$ cat src/rtl/pointer_write_memory_main.sv
// Pointer-chasing producer: builds one linked-list node per command in CoRAM
// memory (word 0 = next pointer, words 1..size-1 = payload). After each node it
// acks the control thread over the channel. A zero command ends the run and
// reports the elapsed cycle count.
module pointer_write_memory_main #(
  parameter int SIMD_WIDTH     = 1,
  parameter int LOG_SIMD_WIDTH = 0,
  parameter int W_D            = 32,
  parameter int W_A            = 12,
  parameter int W_COMM_D       = 32
) (
  input  logic                      CLK,
  input  logic                      RST,
  input  logic [W_COMM_D-1:0]       comm_q,
  input  logic                      comm_empty,
  output logic                      comm_deq,
  output logic [W_COMM_D-1:0]       comm_d,
  output logic                      comm_enq,
  input  logic                      comm_full,
  output logic [W_A-1:0]            mem_addr,
  output logic [W_D*SIMD_WIDTH-1:0] mem_d,
  output logic                      mem_we,
  output logic                      busy
);

  localparam int LANES = 1 << LOG_SIMD_WIDTH;
  // Largest node that fits the address space; one bit wider than mem_addr.
  localparam logic [W_A:0] SIZE_CAP = {1'b1, {W_A{1'b0}}};

  typedef enum logic [3:0] {
    IDLE, START, CMD_DEQ, CMD_GET, PTR_DEQ, PTR_GET, WRITE, ACK, FIN
  } state_t;

  state_t                    state_q, state_d;
  logic [W_COMM_D-1:0]       node_cnt_q, node_cnt_d;
  logic [W_A:0]              size_q, size_d;
  logic [W_A:0]              wcnt_q, wcnt_d;
  logic [W_COMM_D-1:0]       ptr_q, ptr_d;
  // Cycle counter only ever leaves the block through comm_d, so it is kept at
  // channel width; the visible value is identical to a wider counter.
  logic [W_COMM_D-1:0]       cyc_q, cyc_d;
  logic                      tog_q, tog_d;
  logic                      comm_deq_q, comm_deq_d;
  logic                      comm_enq_q, comm_enq_d;
  logic [W_COMM_D-1:0]       comm_d_q, comm_d_d;
  logic [W_A-1:0]            mem_addr_q, mem_addr_d;
  logic [W_D*SIMD_WIDTH-1:0] mem_d_q, mem_d_d;
  logic                      mem_we_q, mem_we_d;
  logic [W_D*SIMD_WIDTH-1:0] wr_word;

  // Node word for the current write index: pointer in lane 0 at index 0,
  // otherwise {node, index} xor lane number in every lane.
  for (genvar gi = 0; gi < LANES; gi++) begin : g_lane
    logic [31:0]    payload;
    logic [W_D-1:0] head;
    assign payload = {node_cnt_q[15:0], 16'(wcnt_q)} ^ 32'(gi);
    if (gi == 0) begin : g_ptr
      assign head = W_D'(ptr_q);
    end else begin : g_zero
      assign head = '0;
    end
    assign wr_word[gi*W_D +: W_D] = (wcnt_q == '0) ? head : W_D'(payload);
  end

  // Next-state and next-output computation for the node builder.
  always_comb begin
    state_d    = state_q;
    node_cnt_d = node_cnt_q;
    size_d     = size_q;
    wcnt_d     = wcnt_q;
    ptr_d      = ptr_q;
    comm_d_d   = comm_d_q;
    mem_addr_d = mem_addr_q;
    mem_d_d    = mem_d_q;
    comm_deq_d = 1'b0;
    comm_enq_d = 1'b0;
    mem_we_d   = 1'b0;

    if (state_q == IDLE) begin
      cyc_d = '0;
      tog_d = 1'b0;
    end else begin
      tog_d = ~tog_q;
      cyc_d = tog_q ? cyc_q + W_COMM_D'(1) : cyc_q;
    end

    case (state_q)
      IDLE: begin
        if (!comm_empty) begin
          comm_deq_d = 1'b1;
          node_cnt_d = '0;
          state_d    = START;
        end
      end
      START: state_d = CMD_DEQ;
      CMD_DEQ: begin
        if (!comm_empty) begin
          comm_deq_d = 1'b1;
          state_d    = CMD_GET;
        end
      end
      CMD_GET: begin
        if (comm_q == '0) begin
          state_d = FIN;
        end else begin
          size_d  = (comm_q > W_COMM_D'(SIZE_CAP)) ? SIZE_CAP : comm_q[W_A:0];
          state_d = PTR_DEQ;
        end
      end
      PTR_DEQ: begin
        if (!comm_empty) begin
          comm_deq_d = 1'b1;
          state_d    = PTR_GET;
        end
      end
      PTR_GET: begin
        ptr_d      = comm_q;
        mem_addr_d = '0;
        wcnt_d     = '0;
        state_d    = WRITE;
      end
      WRITE: begin
        // One write per cycle; the cycle after the last write moves on.
        if (wcnt_q == size_q) begin
          state_d = ACK;
        end else begin
          mem_we_d   = 1'b1;
          mem_addr_d = wcnt_q[W_A-1:0];
          mem_d_d    = wr_word;
          wcnt_d     = wcnt_q + (W_A+1)'(1);
        end
      end
      ACK: begin
        if (!comm_full) begin
          comm_d_d   = node_cnt_q;
          comm_enq_d = 1'b1;
          node_cnt_d = node_cnt_q + W_COMM_D'(1);
          state_d    = CMD_DEQ;
        end
      end
      FIN: begin
        if (!comm_full) begin
          comm_d_d   = cyc_q;
          comm_enq_d = 1'b1;
          state_d    = IDLE;
        end
      end
      default: state_d = IDLE;
    endcase
  end

  // State and registered outputs; reset aborts any node in progress.
  always_ff @(posedge CLK) begin
    if (RST) begin
      state_q    <= IDLE;
      node_cnt_q <= '0;
      size_q     <= '0;
      wcnt_q     <= '0;
      ptr_q      <= '0;
      cyc_q      <= '0;
      tog_q      <= 1'b0;
      comm_deq_q <= 1'b0;
      comm_enq_q <= 1'b0;
      comm_d_q   <= '0;
      mem_addr_q <= '0;
      mem_d_q    <= '0;
      mem_we_q   <= 1'b0;
    end else begin
      state_q    <= state_d;
      node_cnt_q <= node_cnt_d;
      size_q     <= size_d;
      wcnt_q     <= wcnt_d;
      ptr_q      <= ptr_d;
      cyc_q      <= cyc_d;
      tog_q      <= tog_d;
      comm_deq_q <= comm_deq_d;
      comm_enq_q <= comm_enq_d;
      comm_d_q   <= comm_d_d;
      mem_addr_q <= mem_addr_d;
      mem_d_q    <= mem_d_d;
      mem_we_q   <= mem_we_d;
    end
  end

  assign comm_deq = comm_deq_q;
  assign comm_enq = comm_enq_q;
  assign comm_d   = comm_d_q;
  assign mem_addr = mem_addr_q;
  assign mem_d    = mem_d_q;
  assign mem_we   = mem_we_q;
  assign busy     = (state_q != IDLE);

endmodule

$ cat config.mk
export PLATFORM = sky130hd
export DESIGN_NAME = pointer_write_memory_main
export DESIGN_NICKNAME = d
export VERILOG_FILES = /design/src/rtl/pointer_write_memory_main.sv
export SDC_FILE = /design/constraint.sdc
export NUM_CORES = 1
export LEC_CHECK = 0
export CORE_MARGIN = 2
export CORE_UTILIZATION = 60
export DETAILED_ROUTE_END_ITERATION = 8
export GPL_TIMING_DRIVEN = 0
export PLACE_DENSITY = 0.85
export SYNTH_ARGS = -nofsm -noshare
export SYNTH_HDL_FRONTEND = slang
export SYNTH_SLANG_ARGS = --single-unit
$ cat constraint.sdc
create_clock -name CLK -period 3.7 [get_ports CLK]
set_input_delay 0.74 -clock CLK [delete_from_list [all_inputs] [get_ports CLK]]
set_output_delay 0.74 -clock CLK [all_outputs]
set_load 0.03 [all_outputs]
=== Yosys cells after proc, flatten, opt, wreduce, memory -nomap -nowiden ===
Index checks and enable logic that the tools add are counted.
W data, S select, Z words.

* Latch bits: 0
* Memory bits (read-only): 0
* RAM bits: 0
* Memories kept: 0
* Register bits after elaboration: 206
* Logic and storage cells: 81
* Output and inout bits: 80

* Equality and inequality tests: 16
* Muxes and demuxes: 23
* Order comparisons: 1
* Bitwise gates (word level): 6
* Multiply operators: 0
* Reductions and logical operators: 19
* Shift operators: 0
* $add $sub $neg: 3
* Divide/modulo/power cells: 0

{| class="wikitable"
|+ Operators with widths
! operator !! count
|-
| $mux W32 || 5
|-
| $pmux W32 S2 || 2
|-
| $add A32 B1 Y32 const B || 2
|-
| $pmux W4 S9 || 1
|-
| $gt A32 B13 Y1 const B || 1
|-
| $logic_not A32 Y1 || 1
|-
| $mux W4 || 7
|-
| $mux W13 || 2
|-
| $pmux W13 S2 || 1
|-
| $pmux W12 S2 || 1
|-
| $eq A4 B3 Y1 const B || 4
|-
| $ne A2 B2 Y1 const B || 7
|-
| $add A13 B1 Y13 const B || 1
|-
| $eq A13 B13 Y1 || 1
|-
| $logic_not A13 Y1 || 1
|-
| $mux W12 || 1
|-
| $reduce_or A2 Y1 || 5
|-
| $eq A4 B2 Y1 const B || 2
|-
| $not A1 Y1 || 6
|-
| $reduce_and A2 Y1 || 3
|-
| $reduce_and A3 Y1 || 2
|-
| $reduce_and A6 Y1 || 1
|-
| $reduce_bool A2 Y1 || 3
|-
| $eq A4 B1 Y1 const B || 1
|-
| other kinds (5) || 7
|}

=== Depth between registers and ports, before layout ===
* Depth in word-level cells: 4
* Mapped depth: 8
* Mapped depth without buffers: 6

=== Worst setup path before layout ===
Ideal clock, no wire load.

* Path type: input port to flip-flop
* Start point: input port comm_empty
* End point: register node_cnt_q[29]
* Stages on the path: 5
* Arrival: 2.216 ns
* Data required time: 3.575 ns
* Path slack: 1.359 ns
* Library setup time: 0.125 ns
* Path through: or4_4 -> a211o_1 -> or4_4 -> xor2_1 -> nor2_2

* Word-level cells in the longest chain between the ends: 2

{| class="wikitable"
|+ Ends and longest elaborated chain
! element !! line !! text
|-
| start, declared || 15 || <nowiki>input logic comm_empty,</nowiki>
|-
| $ne A2 B2 Y1 (no line) || - ||
|-
| $reduce_and A3 Y1 (no line) || - ||
|-
| end signal, assigned || 170 || <nowiki>node_cnt_q <= node_cnt_d;</nowiki>
|-
| end, declared || 35 || <nowiki>logic [W_COMM_D-1:0] node_cnt_q, node_cnt_d;</nowiki>
|}

Every way passes these cells.
A chain may end at the register's enable or synchronous reset.

=== Worst setup path after layout ===
* Start point: register state_q[1]
* End point: output port busy

* Word-level cells in the longest chain between the ends: 1

{| class="wikitable"
|+ Ends and longest elaborated chain
! element !! line !! text
|-
| start, declared || 34 || <nowiki>state_t state_q, state_d;</nowiki>
|-
| start signal, assigned || 169 || <nowiki>state_q <= state_d;</nowiki>
|-
| $reduce_bool A4 Y1 || 191 || <nowiki>assign busy = (state_q != IDLE);</nowiki>
|-
| end, declared || 23 || <nowiki>output logic busy</nowiki>
|}

Every way passes these cells.

==> qor.txt <==
Largest family of logic cells by synthesized area: simple AND/OR/NAND/NOR gates
Gate Count Post-Synth: 1060
Area of the multi-input gates: 4510 µm²
Final Hold Violating Endpoints: 0
Final setup vio count: 0
CTS Buf Count: 22
Worst path bufs/invs: 2
Relative slew slack: 38.7%
Adder and majority gate portion of the synthesized area: 0.555%
Post-route setup slack: 0.635 ns
Switch share: 23.1%
Final period util: 82.8%
Met1 usage: 44.6%
DP HPWL: 18300 µm
Commonest cells after routing, fill and taps aside: dfxtp_1 (206), nand2_1 (165), clkdlybuf4s50_1 (115)
FF/Latch Area: 4120 µm²
Synth Area in Compound Gates: 17.9%
Post-CTS resize count: 0
Crit path arrival time: 2.33 ns
Min-delay worst type: reg2reg
DRT iter0 DRCs: 895
Wire per inst: 18.7 µm
Synth top area share: 45.7%
Power Dens Cells: 411 nW/µm²
Crit path cell chain: clkbuf_1 > or4_1 > clkdlybuf4s50_1
GPL Wtd Cong: 0.903
Leakage: 3.59 nW
Prevailing post-synth register cell: dfxtp_1
Boundary Pins: 116
Port Buffers: 115
Layout area overhead: 22.9%
Chip width: 127 µm
Busiest grt layer: met2
Core ar.: 14600 µm²
Pins over their slew limit: 0
Antenna violations before repair: 0
CP max stage delay: 0.64 ns
# DRC: 0
Root Buffer: clkbuf_16
CTS tree: built
Post-synth EDFFs: 0
Clock-pin slew on the worst setup and hold paths: 0.06 ns
DIE AREA: 16000 µm²
Post-synthesis area per instance: 8.50 µm²
Worst-margin pin slew: 0.911 ns
Postcts setup bufs: 0
IR Drop Worst-Case VDD: 355 µV
RSZ-0062 raised after global routing: no
ANT cells: 0
Sum Neg Setup Slack: 0 ns
Met3 usage: 5.36%
CP Data Required Time: 2.96 ns
Startpoint types: flip-flop
Worst Setup End Kind: output pin
Filler cells: 1068
FF+latch count, synth: 206
Starting Density: 61.8%
Setup CP Type: reg2out
F_max: 326 MHz
Nets: 1239
Register area share after synthesis: 45.7%
Share of power burned in registers: 49.0%
Synth cell types: 50
Post-synthesis xor/xnor area fraction: 6.41%
Most common cell after layout, fill and taps aside: dfxtp_1
Layout Cells excl Fill: 1398
Layout cells sized above 1: 4.28%
Pint: 0.00350 W
Via density: 6.32
Fraction of registers with async set/reset: 0%
Drt first pass iters: 5
Mux share of post-synthesis cell area: 2.44%
Synth Net Count: 1100
Post-Route WL: 26100 µm
GRT Residual Overflow: 0
Largest delay share family, worst path: buffers and inverters
First-pass GRT wire length: 41800 µm
Largest net degree at the start of global routing: 14
Combinational Power Share: 5.4%
Max cap viols: 0
Area of the mapped netlist: 9010 µm²
Worst-skew pair later-pin latency: 0.52 ns
Met2 Usage GRT: 49.9%
Placed Cells: 1359
Post-Synth Simple-Gate Area: 22.7%
Final Util: 76.0%
Total GRT Usage: 31.9%
Post-synth top area cell: dfxtp_1
Die height: 127 µm
Outcome: finished, final reports clean
Skew final: 0.0245 ns
Clock Power Share: 45.6%
Row count: 44
Clock tree sinks: 206
Vias in the first global route: 8279
Clock tree buffer depth: 3
Period minus WS final: 3.07 ns
Post-DRT Antenna Nets: 0
Synth top area cells: dfxtp_1 (46%), nand2_1 (6.9%), a311oi_1 (5.7%)
Worst Path Max Fanout: 10
Critical-path top delay cell: clkdlybuf4s50_1
Synth warn: 0
Switch Pwr: 0.00105 W
Max H-tree Level: 1
Pre-CTS WS: 0.461 ns
Total Power: 0.00456 W
DR vias: 8837
Hold buffers post-CTS: 0
[cell families (layout without fill, tap and decap cells)]
family / Yosys count / after routing
xor gates and xnor gates: 66 / 66
and+or+nand+nor: 430 / 430
adders and majority gates: 4 / 4
muxes: 22 / 22
DFF: 206 / 206
buffers and inverters: 98 / 252
AOI/OAI and AO/OA: 234 / 234
[flip-flops by register name, indices dropped and copies added (netlist names)]
name / count
tog_q: 1
wcnt_q: 13
node_cnt_q: 32
g_lane.head: 32
comm_d: 32
size_q: 13
comm_enq: 1
mem_addr: 12
state_q: 4
mem_d: 32
mem_we: 1
comm_deq: 1
cyc_q: 32
[layout make-up]
cell class | instances | share of cell area (%)
well taps | 184 | 2.08
clock inverters | 7 | 0.418
flip-flops and latches | 206 | 37.2
inverters | 12 | 0.407
clock buffers | 32 | 5.76
multi-input cells | 756 | 40.7
plain buffers | 86 | 3.04
repair buffers | 115 | 10.4
[worst paths after layout]
kind	from	endpoint	slack, ns	cells after the start
setup / recovery	state_q[1]$_SDFFE_PP0P_	busy	0.63	3
hold / removal	g_lane[0].head[24]$_SDFFE_PP0P_	g_lane[0].head[24]$_SDFFE_PP0P_	0.45	2
setup reg to reg	wcnt_q[5]$_SDFFE_PP0P_	mem_d[8]$_SDFFE_PP0P_	0.87	7
hold reg to reg	g_lane[0].head[24]$_SDFFE_PP0P_	g_lane[0].head[24]$_SDFFE_PP0P_	0.45	2
[power by group through the flow]
stage                     sequential (W)  clock, W  combinational [W]
after floorplan                  0.00228         0           0.000128
after global placement           0.00228         0           0.000233
after detailed placement         0.00228         0           0.000235
after CTS                        0.00223   0.00209           0.000238
after global routing             0.00223   0.00218           0.000261
final                            0.00223   0.00208           0.000245
[per-layer routing]
layer,vias up,wire length [µm]
li1,4124,-
met2,462,12000
met1,4188,11100
met5,-,0
met3,63,2220
met4,0,714
[worst reg2reg max path, stage by stage, from the launching register on]
cell      delay (ns)
dfxtp_1         0.31
clkbuf_1        0.39
xor2_1          0.14
nor4_1          0.44
nand4_1         0.43
clkbuf_1        0.37
clkbuf_1        0.32
a311oi_1        0.34
[cells in the mapped netlist, types with 5 or more instances]
library cell,count
buf_1,5
or4_1,11
a41o_1,12
or3_1,12
and3_1,10
mux2i_1,22
nand4_1,20
nand3_1,33
o21ai_0,13
a311oi_1,59
buf_2,11
xnor2_1,24
xor2_1,42
a41oi_1,12
o31ai_1,7
clkbuf_1,70
and4_1,11
nor3_1,18
nand2_1,165
o211ai_1,5
a21oi_1,100
inv_1,11
nor4_1,21
dfxtp_1,206
nor2_1,104
a22o_1,12
[per-stage QoR]
step                hold WS, ns  instance area (µm²)
floorplan                 0.436                 9010
global placement          0.441                10400
detailed placement        0.446                10400
CTS                       0.454                11100
global route              0.465                11100
finish                    0.454                11100
No activity file was read; power rests on OpenSTA's default activity.
==> patch 1 (same settings) <==
Take the reset off `mem_addr_q` and `mem_d_q` and load them in a clocked block of their own.
--- a/src/rtl/pointer_write_memory_main.sv
+++ b/src/rtl/pointer_write_memory_main.sv
@@ -162,8 +162,6 @@
       comm_deq_q <= 1'b0;
       comm_enq_q <= 1'b0;
       comm_d_q   <= '0;
-      mem_addr_q <= '0;
-      mem_d_q    <= '0;
       mem_we_q   <= 1'b0;
     end else begin
       state_q    <= state_d;
@@ -176,10 +174,13 @@
       comm_deq_q <= comm_deq_d;
       comm_enq_q <= comm_enq_d;
       comm_d_q   <= comm_d_d;
-      mem_addr_q <= mem_addr_d;
-      mem_d_q    <= mem_d_d;
       mem_we_q   <= mem_we_d;
     end
+  end
+
+  always_ff @(posedge CLK) begin
+    mem_addr_q <= mem_addr_d;
+    mem_d_q    <= mem_d_d;
   end
 
   assign comm_deq = comm_deq_q;
Check against the original RTL: differs if RST is asserted again (counterexample within 10 cycles, from zero or initial values and one cycle with RST high); with RST held inactive, the same outputs for 10 cycles.
==> patch 1 against the original RTL <==
Power up 0.30%. Synthesized area fell by 1.4%. Critical path type is now flip-flop to flip-flop. Critical path depth rose by 5. Sequential cell count unchanged. First-iteration DRC count increased by 1.3%. Routed wire length decreased by 8.1%. Design area down 0.87%. Worst setup slack better by 0.035 ns. Sequential power increased by 3%. Critical endpoint is now mem_addr[8].
==> patch 1: results (changes against the original RTL) <==
* Worst path slowest cell: nor4_2 (was clkdlybuf4s50_1)
* Final nets at 1142 (was 1239)
* Largest net degree at the start of global routing at 34 (was 14)
* Reg-to-reg endpoint: mem_addr[8] (was mem_d[8])
* Worst skew pair latency at 0.50 ns (was 0.52 ns)
* Top post-synthesis cells by area: dfxtp_1 37%, edfxtp_1 15%, nand2_1 7.1%, xnor2_1 4.8%, nor2_1 4.4% (was dfxtp_1 46%, nand2_1 6.9%, a311oi_1 5.7%, a21oi_1 5.6%, nor2_1 4.3%)
* GRT Total Usage at 0.296 (was 0.319)
* Sequential fraction of the synthesis area at 0.514 (was 0.457)
* Initial DRC count at 907 (was 895)
* Crit path DAT at 3.22 ns (was 2.33 ns)
* Post-route insts no fill at 1301 (was 1398)
* Syn_nets at 1003 (was 1100)
* Clk_skew at 0.00973 ns (was 0.0245 ns)
* Post-Route WL at 24.0 mm (was 26.1 mm)
* Global-route wire length before repair at 38.1 mm (was 41.8 mm)
* CP top delay family: simple AND/OR/NAND/NOR gates (was buffers and inverters)
* Max stage delay on crit path at 0.59 ns (was 0.64 ns)
* Hold Path End: g_lane[0].head[15] (was g_lane[0].head[24])
* Vias per Instance at 5.99 (was 6.32)
* Top cell type's share of synthesized area at 0.365 (was 0.457)
* R2r setup slk at 0.67 ns (was 0.87 ns)
* VDD IR max at 340 µV (was 355 µV)
* Static leakage at 3.59 nW (about the same)
* Mapped Cells at 963 (was 1060)
* FILL cells at 1003 (was 1068)
* Worst r2r src: wcnt_q[9] (was wcnt_q[5])
* Synth cell types at 56 (was 50)
* Reg2Reg Depth at 8 (was 7)
* Layout cells sized above 1 at 0.0662 (was 0.0428)
* Outcome: finished clean (unchanged)
* Cts bufs inserted at 21 (was 22)
* Synth top cells by count: 167 x nand2_1, 162 x dfxtp_1, 103 x nor2_1, 55 x a21oi_1, 52 x clkbuf_1 (was 206 x dfxtp_1, 165 x nand2_1, 104 x nor2_1, 100 x a21oi_1, 70 x clkbuf_1)
* Crit Path Max Fanout at 33 (was 10)
* Vias in the first global route at 7484 (was 8279)
* Final Wtd Congestion at 0.862 (was 0.903)
* DR pass1 iterations at 6 (was 5)
==> patch 1: power breakdown <==
group | leakage, nW | switching, mW | internal [mW] | total (mW)
sequential | 1.70 | 0.00421 | 2.29 | 2.30
clock | 0.340 | 0.872 | 1.24 | 2.12
combinational | 1.55 | 0.0969 | 0.0621 | 0.159
==> patch 1: per-stage QoR <==
| stage | setup WS, ns | utilization | total power, mW | instance area [µm²] | hold slack [ns] |
|---|---|---|---|---|---|
| finish | 0.669 | 0.759 | 4.57 | 11000 | 0.451 |
| global route | 0.528 | 0.759 | 4.69 | 11000 | 0.475 |
| CTS | 0.708 | 0.759 | 4.58 | 11000 | 0.452 |
| detailed placement | 0.464 | 0.711 | 2.50 | 10300 | 0.444 |
| global placement | -0.877 | 0.709 | 2.50 | 10300 | 0.438 |
| floorplan | 0.320 | - | 2.42 | 8880 | 0.432 |
==> patch 1: how the worst max path moves through the flow <==
stage | startpoint | endpoint | depth (start not counted)
6_report | wcnt_q[9] | mem_addr[8] | 8
2_1_floorplan | wcnt_q[4] | mem_addr[0] | 7
4_1_cts | state_q[3] | busy | 4
3_5_place_dp | comm_q[3] | size_q[8] | 7
3_3_place_gp | wcnt_q[9] | mem_addr[9] | 7
5_1_grt | state_q[3] | busy | 4
==> patch 1: worst reg2reg max path, delay by kind of cell, from the launching register on <==
family | cells | cell delay, ns
AND/OR/NAND/NOR | 4 | 1.27
XOR/XNOR | 1 | 0.18
flip-flops | 1 | 0.30
buffers and inverters | 3 | 0.95
==> patch 1: logic make-up after synthesis <==
logic type	share of synthesized area
fa+ha+maj	0.00563
buf+inv	0.0353
mux	0.0237
simple gates	0.244
flops	0.514
xor+xnor	0.0660
compound gates	0.112
==> patch 1: layout make-up <==
class                      instances  area [µm²]  area share
clock inverter                     7        66.3     0.00604
timing repair buffer             116        1170       0.107
buffer                            66         265      0.0241
clock buffer                      31         624      0.0568
tap                              184         230      0.0210
multi-input combinational        678        4010       0.365
sequential                       206        4560       0.416
inverter                          13        48.8     0.00444
==> patch 1: per-layer routing <==
metal | global-route usage | share of wire
met3 | 0.0442 | 0.080
met2 | 0.503 | 0.48
met4 | 0.115 | 0.040
met5 | 0 | 0
met1 | 0.384 | 0.40
==> patch 2 (config.mk and constraints unchanged) <==
Without the edit above. `W_COMM_D`: 32 -> 64.
--- a/src/rtl/pointer_write_memory_main.sv
+++ b/src/rtl/pointer_write_memory_main.sv
@@ -7,7 +7,7 @@
   parameter int LOG_SIMD_WIDTH = 0,
   parameter int W_D            = 32,
   parameter int W_A            = 12,
-  parameter int W_COMM_D       = 32
+  parameter int W_COMM_D       = 64
 ) (
   input  logic                      CLK,
   input  logic                      RST,
Ports: changed (resized comm_d and comm_q); port bits go from 116 to 180. The function was not compared with the original's and may differ.
==> patch 2 against the original RTL <==
Worst setup slack worse by 0.17 ns. Worst hold slack better by 0.0066 ns. Routed wire length up 44%. Register-to-register slack worse by 0.28 ns. Design area up 48%. Power up 48%. Synthesized area up 47%. Sequential cell count up 96.
==> patch 2: results (changes against the original RTL) <==
* Max Slew Vio Count at 0 (unchanged)
* Largest net degree at the start of global routing at 15 (was 14)
* Layout cells sized above 1 at 0.0486 (was 0.0428)
* Cts bufs inserted at 31 (was 22)
* Mapped Cells at 1535 (was 1060)
* DP Cell Count at 1994 (was 1359)
* Vias in the first global route at 12100 (was 8279)
* Clk_skew at 0.0107 ns (was 0.0245 ns)
* Final nets at 1819 (was 1239)
* Post-Route WL at 37.6 mm (was 26.1 mm)
* Highest Clock Rate at 0.309 GHz (was 0.326 GHz)
* CP top delay family: simple AND/OR/NAND/NOR gates (was buffers and inverters)
* Slew Limit Headroom at 0.256 (was 0.387)
* Initial DRC count at 1113 (was 895)
* Vias per Instance at 6.00 (was 6.32)
* GRT Total Usage at 0.311 (was 0.319)
* Syn_nets at 1607 (was 1100)
* Max stage delay on crit path at 0.67 ns (was 0.64 ns)
* Worst skew pair latency at 0.55 ns (was 0.52 ns)
* Worst path slowest cell: nand4_1 (was clkdlybuf4s50_1)
* Clock Tree Buf Depth at 3 (unchanged)
* Crit path DAT at 3.65 ns (was 2.33 ns)
* Global-route wire length before repair at 60.9 mm (was 41.8 mm)
* Top post-synthesis cells by area: dfxtp_1 46%, nor2_1 6.8%, xor2_1 6.2%, mux2i_1 4.9%, nand2_1 4.6% (was dfxtp_1 46%, nand2_1 6.9%, a311oi_1 5.7%, a21oi_1 5.6%, nor2_1 4.3%)
* DR pass1 iterations at 5 (unchanged)
* Final Wtd Congestion at 0.895 (was 0.903)
* DP HPWL at 26.3 mm (was 18.3 mm)
* Ant. Diodes at 0 (unchanged)
* H-tree depth at 1 (unchanged)
* Post-synth ARST share at 0 (unchanged)
* Yosys warns at 0 (unchanged)
* Port Buffers at 179 (was 115)
* Setup bufs post-CTS at 0 (unchanged)
* Synth cell types at 54 (was 50)
* VDD IR max at 420 µV (was 355 µV)
* Synth top cells by count: 302 x dfxtp_1, 239 x nor2_1, 162 x nand2_1, 93 x xor2_1, 83 x clkbuf_1 (was 206 x dfxtp_1, 165 x nand2_1, 104 x nor2_1, 100 x a21oi_1, 70 x clkbuf_1)
* Outcome: finished clean (unchanged)
* Static leakage at 5.16 nW (was 3.59 nW)
* Total gr overflow at 0 (unchanged)
* Worst-path clk slew at 0.06 ns (about the same)
* DR WL/cell at 18.3 µm (was 18.7 µm)
* Sequential fraction of the synthesis area at 0.457 (about the same)
* Root Buffer: clkbuf_16 (unchanged)
==> patch 2: worst register-to-register path: cells and delay by family (launching register included) <==
kind                      cells  cell delay, ns
xor gates and xnor gates      1            0.13
AOI/OAI and AO/OA             3            0.82
DFF                           1            0.31
buffers and inverters         3            1.17
and+or+nand+nor               2            0.60
==> patch 2: layer usage <==
layer / GRT usage / share of wire
met1: 0.395 / 0.41
met2: 0.527 / 0.48
met3: 0.0469 / 0.066
met4: 0.141 / 0.043
met5: 0 / 0
==> patch 2: worst paths after layout <==
path	startpoint	endpoint	slack (ns)	cells after the start
max	comm_empty	node_cnt_q[63]	0.47	7
min	ptr_q[5]	ptr_q[5]	0.46	2
max reg2reg	wcnt_q[7]	wcnt_q[5]	0.59	9
min reg2reg	ptr_q[5]	ptr_q[5]	0.46	2
==> patch 2: final cells by class <==
type	instances	area, µm²
Buffer	105	413
Clock buffer	41	873
Clock inverter	15	186
Fill cell	1580	5330
Inverter	14	52.6
Multi-Input combinational cell	1114	6710
Sequential cell	302	6050
Tap cell	280	350
Timing Repair Buffer	179	1790
==> patch 2: power by group <==
group          internal [mW]  switching [mW]
combinational          0.102           0.158
sequential              3.26         0.00740
clock                   1.93            1.31
total                   5.29            1.47
==> patch 2: logic make-up after synthesis <==
logic type,share of synthesized area
AND/OR/NAND/NOR,0.253
flip-flops,0.457
AO/OA/AOI/OAI,0.119
XOR/XNOR,0.0828
buffers and inverters,0.0352
multiplexers,0.0492
adder cells (fa/ha/maj),0.00378
==> patch 2: per-stage QoR <==
stage                     area (µm²)  TNS, ns  worst slack, ns
after floorplan                13200        0             1.01
after global placement         15400        0           0.0457
after detailed placement       15400  -0.0267          -0.0246
after CTS                      16400        0            0.563
after global routing           16400        0            0.372
final                          16400        0            0.465
